[src/rtl/storage_load_sequencer.sv]
// Load-command front end for data_path: turns accepted commands into storage write strobes,
// then sequences locator reset, code storage enable and controller enable after the last one.
module storage_load_sequencer #(
  parameter int LANE_WIDTH  = 16,
  parameter int LANES       = 3,
  parameter int FRAC_BITS   = 8,
  parameter int CODE_WIDTH  = 12,
  parameter int COUNT_WIDTH = 16
) (
  input  logic                          clk_clk,
  input  logic                          reset_reset_n,
  input  logic                          cmd_valid,
  output logic                          cmd_ready,
  input  logic [1:0]                    cmd_target,
  input  logic [31:0]                   cmd_layer,
  input  logic [31:0]                   cmd_row,
  input  logic [LANES*LANE_WIDTH-1:0]   cmd_data,
  input  logic                          cmd_last,
  input  logic                          halt,
  output logic [31:0]                   write_layer_index,
  output logic [31:0]                   write_row_index,
  output logic [LANES*LANE_WIDTH-1:0]   write_data,
  output logic                          weight_is_write,
  output logic                          input_is_write,
  output logic                          label_is_write,
  output logic [31:0]                   code_write_line,
  output logic [CODE_WIDTH-1:0]         code_write_data,
  output logic                          code_is_write,
  output logic                          locator_reset,
  output logic                          code_storage_enable,
  output logic                          controller_enable,
  output logic                          busy,
  output logic [COUNT_WIDTH-1:0]        write_count
);

  localparam int DATA_WIDTH = LANES * LANE_WIDTH;

  typedef enum logic [2:0] {
    ST_LOAD      = 3'd0,
    ST_DRAIN     = 3'd1,
    ST_LOC_RESET = 3'd2,
    ST_PRIME     = 3'd3,
    ST_RUN       = 3'd4
  } state_t;

  state_t                   state_r;
  state_t                   next_s;
  logic                     accept_s;
  logic                     halt_run_s;
  logic [31:0]              layer_r;
  logic [31:0]              row_r;
  logic [DATA_WIDTH-1:0]    data_r;
  logic [31:0]              code_line_r;
  logic [CODE_WIDTH-1:0]    code_word_r;
  logic                     weight_wr_r;
  logic                     input_wr_r;
  logic                     label_wr_r;
  logic                     code_wr_r;
  logic                     locator_reset_r;
  logic                     code_en_r;
  logic                     ctrl_en_r;
  logic                     busy_r;
  logic [COUNT_WIDTH-1:0]   count_r;

  // Q8.8 scaling: each lane shifted left and truncated back to lane width.
  function automatic logic [DATA_WIDTH-1:0] scale_lanes(input logic [DATA_WIDTH-1:0] d);
    logic [DATA_WIDTH-1:0] res;
    res = {DATA_WIDTH{1'b0}};
    for (int i = 0; i < LANES; i++) begin
      res[i*LANE_WIDTH +: LANE_WIDTH] = d[i*LANE_WIDTH +: LANE_WIDTH] << FRAC_BITS;
    end
    return res;
  endfunction

  assign cmd_ready  = (state_r == ST_LOAD);
  assign accept_s   = cmd_valid && (state_r == ST_LOAD);
  assign halt_run_s = halt && (state_r == ST_RUN);

  // State register.
  always_ff @(posedge clk_clk or negedge reset_reset_n) begin
    if (!reset_reset_n) begin
      state_r <= ST_LOAD;
    end else begin
      state_r <= next_s;
    end
  end

  // Next-state: load until the last command, then a fixed start-up walk into RUN.
  always_comb begin
    next_s = state_r;
    case (state_r)
      ST_LOAD: begin
        if (accept_s && cmd_last) next_s = ST_DRAIN;
        else                      next_s = ST_LOAD;
      end
      ST_DRAIN:     next_s = ST_LOC_RESET;
      ST_LOC_RESET: next_s = ST_PRIME;
      ST_PRIME:     next_s = ST_RUN;
      ST_RUN: begin
        if (halt) next_s = ST_LOAD;
        else      next_s = ST_RUN;
      end
      default:      next_s = ST_LOAD;
    endcase
  end

  // Write strobes, registered buses and the strobe counter.
  always_ff @(posedge clk_clk or negedge reset_reset_n) begin
    if (!reset_reset_n) begin
      weight_wr_r <= 1'b0;
      input_wr_r  <= 1'b0;
      label_wr_r  <= 1'b0;
      code_wr_r   <= 1'b0;
      layer_r     <= 32'd0;
      row_r       <= 32'd0;
      data_r      <= {DATA_WIDTH{1'b0}};
      code_line_r <= 32'd0;
      code_word_r <= {CODE_WIDTH{1'b0}};
      count_r     <= {COUNT_WIDTH{1'b0}};
    end else begin
      weight_wr_r <= accept_s && (cmd_target == 2'd0);
      input_wr_r  <= accept_s && (cmd_target == 2'd1);
      label_wr_r  <= accept_s && (cmd_target == 2'd2);
      code_wr_r   <= accept_s && (cmd_target == 2'd3);
      if (accept_s && (cmd_target == 2'd3)) begin
        code_line_r <= cmd_row;
        code_word_r <= cmd_data[CODE_WIDTH-1:0];
      end else if (accept_s) begin
        layer_r <= cmd_layer;
        row_r   <= cmd_row;
        data_r  <= (cmd_target == 2'd0) ? cmd_data : scale_lanes(cmd_data);
      end else begin
        layer_r <= layer_r;
      end
      if (halt_run_s) begin
        count_r <= {COUNT_WIDTH{1'b0}};
      end else if (accept_s && (count_r != {COUNT_WIDTH{1'b1}})) begin
        count_r <= count_r + COUNT_WIDTH'(1);
      end else begin
        count_r <= count_r;
      end
    end
  end

  // Sequencing outputs registered from the next state so they line up with the state they belong to.
  always_ff @(posedge clk_clk or negedge reset_reset_n) begin
    if (!reset_reset_n) begin
      locator_reset_r <= 1'b0;
      code_en_r       <= 1'b0;
      ctrl_en_r       <= 1'b0;
      busy_r          <= 1'b0;
    end else begin
      locator_reset_r <= (next_s == ST_LOC_RESET);
      code_en_r       <= (next_s == ST_PRIME) || (next_s == ST_RUN);
      ctrl_en_r       <= (next_s == ST_RUN);
      busy_r          <= (next_s != ST_LOAD);
    end
  end

  assign write_layer_index   = layer_r;
  assign write_row_index     = row_r;
  assign write_data          = data_r;
  assign weight_is_write     = weight_wr_r;
  assign input_is_write      = input_wr_r;
  assign label_is_write      = label_wr_r;
  assign code_write_line     = code_line_r;
  assign code_write_data     = code_word_r;
  assign code_is_write       = code_wr_r;
  assign locator_reset       = locator_reset_r;
  assign code_storage_enable = code_en_r;
  assign controller_enable   = ctrl_en_r;
  assign busy                = busy_r;
  assign write_count         = count_r;

endmodule

[config.mk]
export PLATFORM = sky130hd
export DESIGN_NAME = storage_load_sequencer
export DESIGN_NICKNAME = d
export VERILOG_FILES = /design/src/rtl/storage_load_sequencer.sv
export SDC_FILE = /design/constraint.sdc
export NUM_CORES = 1
export LEC_CHECK = 0
export CAP_MARGIN = 40
export CORE_MARGIN = 5
export CORE_UTILIZATION = 46
export DETAILED_ROUTE_END_ITERATION = 10
export PLACE_DENSITY = 0.85
export RECOVER_POWER = 100
export SLEW_MARGIN = 20
export SYNTH_ARGS = -nofsm -noshare
export SYNTH_HDL_FRONTEND = slang
export SYNTH_SLANG_ARGS = --single-unit
export TNS_END_PERCENT = 5
[constraint.sdc]
create_clock -name clk_clk -period 3.75 [get_ports clk_clk]
set_input_delay 1.125 -clock clk_clk [delete_from_list [all_inputs] [get_ports clk_clk]]
set_output_delay 1.125 -clock clk_clk [all_outputs]
set_load 0.05 [all_outputs]
==> results of run 1 <==
[critical path: cells and delay by family]
kind | cells | cell delay [ns]
buffers and inverters | 2 | 1.41
muxes | 1 | 0.42
and+or+nand+nor | 2 | 0.63
[metrics by stage]
| step | setup slack (ns) | power (W) | cells |
|---|---|---|---|
| floorplan | 1.00 | 0.00773 | 519 |
| global placement | 0.552 | 0.0100 | 1015 |
| detailed placement | 0.457 | 0.0102 | 1016 |
| CTS | 0.554 | 0.0121 | 1048 |
| global route | 0.346 | 0.0121 | 1048 |
| finish | 0.440 | 0.0116 | 1048 |
[synth_stat cells, types with 4 or more instances]
master	instances	area, sq um
nand3_1	5	25.0
dfrtp_1	183	4580
nand4_1	4	25.0
buf_2	6	30.0
nand2_1	42	158
a21oi_1	7	35.0
a22o_1	24	210
mux2_2	105	1180
nor2_1	4	15.0
o21ai_0	26	130
mux2i_1	31	310
nor3_1	4	20.0
inv_1	5	18.8
clkbuf_1	15	56.3
buf_4	5	37.5
[final cells by class]
class / count / share of cell area
flip-flops and latches: 183 / 0.413
repair buffers: 310 / 0.276
multi-input cells: 302 / 0.229
clock buffers: 20 / 0.0412
well taps: 216 / 0.0244
clock inverters: 12 / 0.0147
inverters: 5 / 0.00169
[cells in the final DEF (no fill, tap or decap), types with 3 or more instances in the layout]
cell	synthesis	routed
dlygate4sd3_1	0	184
dfrtp_1	183	183
clkdlybuf4s50_1	0	114
mux2_2	105	104
nand2_1	42	41
mux2i_1	31	31
o21ai_0	26	26
a22o_1	24	24
clkbuf_16	0	17
clkbuf_2	0	9
a21oi_1	7	7
nand3_1	5	6
nor3_1	4	5
inv_1	5	5
inv_6	0	5
nor3b_1	3	4
mux2_1	3	4
nand4_1	4	4
nor4_1	3	4
nor2_1	4	3
nand2b_1	3	3
or4_1	3	3
a31oi_1	3	3
bufinv_16	0	3
[registers in the layout, summed over array words and instances, names as in the netlist, 3 cells and up]
name               count
write_layer_index     32
state_r                3
code_write_line       32
write_count           16
write_row_index       32
code_write_data       12
write_data            48
[routing by layer]
layer | global-route usage | vias up | routed length [microns]
li1 | - | 2476 | -
met1 | 0.265 | 2734 | 7360
met2 | 0.394 | 262 | 11000
met3 | 0.0844 | 41 | 2000
met4 | 0.0907 | 0 | 614
met5 | 0 | - | 0
[power groups by stage]
stage               registers [W]  logic [W]  clock network (W)
floorplan                 0.00648    0.00125                  0
global placement          0.00341    0.00662                  0
detailed placement        0.00347    0.00674                  0
CTS                       0.00346    0.00677            0.00190
global route              0.00354    0.00659            0.00199
finish                    0.00341    0.00635            0.00186
[path summary, 6_finish.rpt]
path / startpoint / end / slack (ns) / depth (start not counted)
setup reg to reg: state_r[1] / write_row_index[1] / 1.19 / 4
hold / removal: write_data[9] / write_data[9] / 0.47 / 2
hold reg to reg: write_data[9] / write_data[9] / 0.47 / 2
min in group asynchronous: reset_reset_n / write_count[12] / 1.22 / 1
max in group asynchronous: reset_reset_n / write_data[37] / 0.81 / 2
setup / recovery: cmd_target[0] / write_row_index[1] / 0.44 / 5
[cells by family (layout without fill, tap and decap cells)]
logic type | count (synthesis) | after routing
AOI/OAI and AO/OA | 70 | 70
and+or+nand+nor | 91 | 91
xor gates and xnor gates | 1 | 1
adders and majority gates | 1 | 1
buffers and inverters | 34 | 347
muxes | 139 | 139
DFF | 183 | 183
==> run_results.csv, run 1 <==
group,metric,value,unit
worst_setup_path,slowest_stage,"clkbuf_2",
timing,timing.hold.ws,0.472,ns
layout,drive_above_1_share,0.186,
worst_setup_path,end_kind,"flop",
floorplanning,fp.dieW,136,microns
layout,design_area,11100,sq um
floorplanning,die_area,18500,sq um
power,power.density,1050,nW/um^2
worst_setup_path,slowest_delay,0.72,ns
worst_setup_path,crit_chain,"dlygate4sd3_1, nand2_1, nand2_4, clkbuf_2, mux2_2",
synthesis,muxShareOfSynthArea,0.209,
worst_setup_path,cp.required,4.05,ns
power,pwr-share-seq,0.294,
placed_design,numPortBuffers,299,
run,cap_violations,1,
floorplanning,core,15800,sq um
power,leakage,4.96,nW
synthesis,synth_area_per_cell,14.1,sq um
synthesis,synth_top_family_by_area,"multiplexers",
placed_design,place_hpwl,15500,microns
synthesis,yosysWarningCount,0,
placed_design,placed_area,10600,sq um
floorplanning,initial_core_util,0.464,
layout,seq_area,4580,sq um
worst_setup_path,critPathArrivalTime,3.61,ns
status,status,"finished with violations",
timing,rsz0062_at_grt,"false",
timing,period_share,0.883,
synthesis,syn_inst,519,
clock_tree,ctsHoldBuffers,0,
clock_tree,cts_buffers,17,
power,p_sw,0.00564,W
clock_tree,cts.sinks,183,
layout,fin_util,0.703,
synthesis,synthFlopType,"dfrtp_1",
worst_setup_path,critPathMaxFanout,38,
clock_tree,htree_levels,4,
synthesis,synth-seq-area-share,0.626,
route,dr.pass1.iters,4,
route,ant_nets,0,
grt,gr-total-overflow,0,
grt,antenna_found_initial,0,
route,remaining_drc_errors,0,
layout,diodes,0,
layout,multi_input_area,2530,sq um
grt,grt_pass1_vias,6091,
floorplanning,die_y,136,microns
layout,final_nets,939,
worst_setup_path,critPathKind,"primary input to flop",
route,num_vias,5513,
synthesis,yosys.area_share.simple,0.0734,
clock_tree,post_cts_buffers,0,
grt,grt_usage,0.231,
timing,skew,0.00702,ns
power,swShare,0.485,
grt,grt_max_degree,78,
timing,finalMaxSlewViolations,78,
synthesis,synth_edf_count,0,
power,vdd_ir_drop_max,0.835,mV
synthesis,synth_nets,639,
synthesis,synth-xor-area-share,0.00120,
power,p_int,0.00598,W
timing,fmax,302,MHz
synthesis,yosys.area_share.adder,0.00171,
clock_tree,clockBufferDepth,2,
clock_tree,tritoncts,"yes",
synthesis,ys_seq_elements,183,
worst_setup_path,start_kind,"primary input",
clock_tree,clk_pin_slew,0.06,ns
synthesis,async_flop_share,1.00,
route,routed_wirelength,21000,microns
route,drt_iter0_drc,314,
hold_path,hold_class,"flop to flop",
power,p_comb_frac,0.547,
power,pwr-share-clk,0.160,
clock_tree,ctsResizeCount,0,
synthesis,ys_types,47,
layout,syn2layout_area_growth,51.5,%
placed_design,gp_congestion,0.832,
synthesis,syn_area,7320,sq um
timing,timing.final.crit_period,3.31,ns
timing,relSlewSlack,-0.311,
status,failed_checks,"max-capacitance violations, max-slew violations",
clock_tree,root_buffer,"clkbuf_16",
synthesis,synth_compound_area_frac,0.0650,
timing,hold_viol,0,
grt,grt_pass1_wl,33000,microns
layout,fillers,1145,
timing,tightest_slew,1.97,ns
clock_tree,clock_latency,0.42,ns
floorplanning,rows,46,
route,avgRoutedWirePerCell,20.0,microns
timing,setup_viol,0,
timing,setup_tns,0,ns
route,vias_per_cell,5.26,
floorplanning,ios,300,
Power figures use the tool's default switching activity.
==> run 2: changes to the inputs <==
--- a/config.mk
+++ b/config.mk
@@ -11,6 +11,7 @@
 export DETAILED_ROUTE_END_ITERATION = 10
 export PLACE_DENSITY = 0.85
 export RECOVER_POWER = 100
+export REMOVE_ABC_BUFFERS = 1
 export SLEW_MARGIN = 20
 export SYNTH_ARGS = -nofsm -noshare
 export SYNTH_HDL_FRONTEND = slang
==> run_results.csv, run 2 (synthesized netlist as in run 1, its figures left out) <==
group,metric,value,unit
status,status,"complete, no violations",
timing,timing.final.crit_period,3.41,ns
worst_setup_path,cp.required,4.09,ns
layout,largest_reg_flops,48,
worst_setup_path,r2r_cells,4,
clock_tree,tritoncts,"yes",
hold_path,worstHoldPathCells,2,
clock_tree,clockBufferDepth,2,
floorplanning,rows,46,
worst_setup_path,critPathKind,"primary input to flop",
route,drt_iter0_drc,274,
timing,skew,0.0144,ns
clock_tree,clock_latency,0.42,ns
placed_design,place_hpwl,15000,microns
worst_setup_path,start_kind,"primary input",
timing,setup_viol,0,
clock_tree,cts.sinks,183,
worst_setup_path,end_kind,"flop",
floorplanning,die_area,18500,sq um
timing,hold_viol,0,
placed_design,numPortBuffers,299,
layout,final_cell_mix,"183 x dfrtp_1, 183 x dlygate4sd3_1, 115 x clkdlybuf4s50_1, 104 x mux2_2, 42 x nand2_1",
timing,rsz0062_at_grt,"false",
grt,grt_pass1_vias,5765,
route,remaining_drc_errors,0,
route,dr.pass1.iters,5,
clock_tree,clk_pin_slew,0.06,ns
floorplanning,initial_core_util,0.464,
hold_path,hold_class,"flop to flop",
route,avgRoutedWirePerCell,19.5,microns
layout,syn2layout_area_growth,51.8,%
hold_path,hold_end,"write_data[8]",
worst_setup_path,reg2reg_setup_slack,0.99,ns
grt,grt_usage,0.221,
route,vias_per_cell,5.20,
route,ant_nets,0,
timing,finalMaxSlewViolations,0,
clock_tree,root_buffer,"clkbuf_16",
layout,diodes,0,
timing,tightest_slew,1.11,ns
floorplanning,die_y,136,microns
grt,grt_max_degree,93,
worst_setup_path,critPathMaxFanout,18,
power,vdd_ir_drop_max,0.623,mV
placed_design,gp_congestion,0.881,
grt,antenna_found_initial,0,
clock_tree,cts_buffers,17,
grt,gr-total-overflow,0,
layout,final_nets,938,
layout,drive_above_1_share,0.182,
clock_tree,post_cts_buffers,0,
timing,layout_setup_ws,0.336,ns
power,leakage,4.97,nW
worst_setup_path,crit_start,"cmd_valid",
clock_tree,ctsResizeCount,0,
hold_path,hold_path.startpoint,"write_data[8]",
route,routed_wirelength,20400,microns
placed_design,place_ws,0.591,ns
floorplanning,fp.dieW,136,microns
floorplanning,core,15800,sq um
timing,period_share,0.910,
power,power.density,1040,nW/um^2
floorplanning,ios,300,
timing,setup_tns,0,ns
run,cap_violations,0,
route,num_vias,5442,
timing,relSlewSlack,0.262,
worst_setup_path,critPathArrivalTime,3.75,ns
grt,grt_pass1_wl,31600,microns
clock_tree,htree_levels,4,
worst_setup_path,reg2reg_from,"state_r[1]",
clock_tree,ctsHoldBuffers,0,
timing,fmax,293,MHz
worst_setup_path,reg2reg_to,"write_data[23]",
run 2: cell types whose count changed in the layout (fill, tap and decap cells not counted), sizes merged:
cell           change
buf                +4
clkbuf             -3
inv                -3
clkinv             +2
clkdlybuf4s50      +1
clkinvlp           -1
dlygate4sd3        -1
run 2: report_power, final:
part	internal, W	switching (W)
clock	0.00111	0.000733
sequential	0.00288	0.000513
combinational	0.00202	0.00432
run 2: stage by stage:
step | cells | utilization | power, W | instance area, sq um | hold slack, ns
floorplan | 490 | - | 0.00771 | 7160 | 0.589
global placement | 1014 | 0.669 | 0.0100 | 10600 | 0.464
detailed placement | 1014 | 0.669 | 0.0102 | 10600 | 0.470
CTS | 1046 | 0.708 | 0.0121 | 11200 | 0.484
global route | 1047 | 0.704 | 0.0121 | 11100 | 0.508
finish | 1047 | 0.704 | 0.0116 | 11100 | 0.476
run 2: layout make-up:
class | instances | area [sq um]
fillers | 1089 | 4660
flip-flops and latches | 183 | 4580
repair buffers | 309 | 3100
multi-input cells | 302 | 2530
clock buffers | 22 | 474
well taps | 216 | 270
clock inverters | 10 | 143
inverters | 5 | 18.8
run 2: how the worst max path moves through the flow:
stage,cells after the start,to
3_3_place_gp,5,code_write_line[18]
3_5_place_dp,5,code_write_line[30]
4_1_cts,2,cmd_ready
2_1_floorplan,3,write_layer_index[0]
6_report,5,write_data[23]
5_1_grt,5,write_layer_index[18]
run 2: worst max-delay path, cell delays in order:
cell           delay, ns
dlygate4sd3_1       0.57
or4b_1              0.65
nor3_1              0.38
clkbuf_1            0.74
a22o_1              0.27
run 2: per-layer routing:
layer / wire length [microns] / vias to the layer above / track usage / share of wire
met3: 1920 / 51 / 0.0811 / 0.094
met1: 7450 / 2663 / 0.251 / 0.37
met4: 801 / 0 / 0.101 / 0.039
li1: - / 2470 / - / -
met2: 10200 / 258 / 0.374 / 0.50
met5: 0 / - / 0 / 0
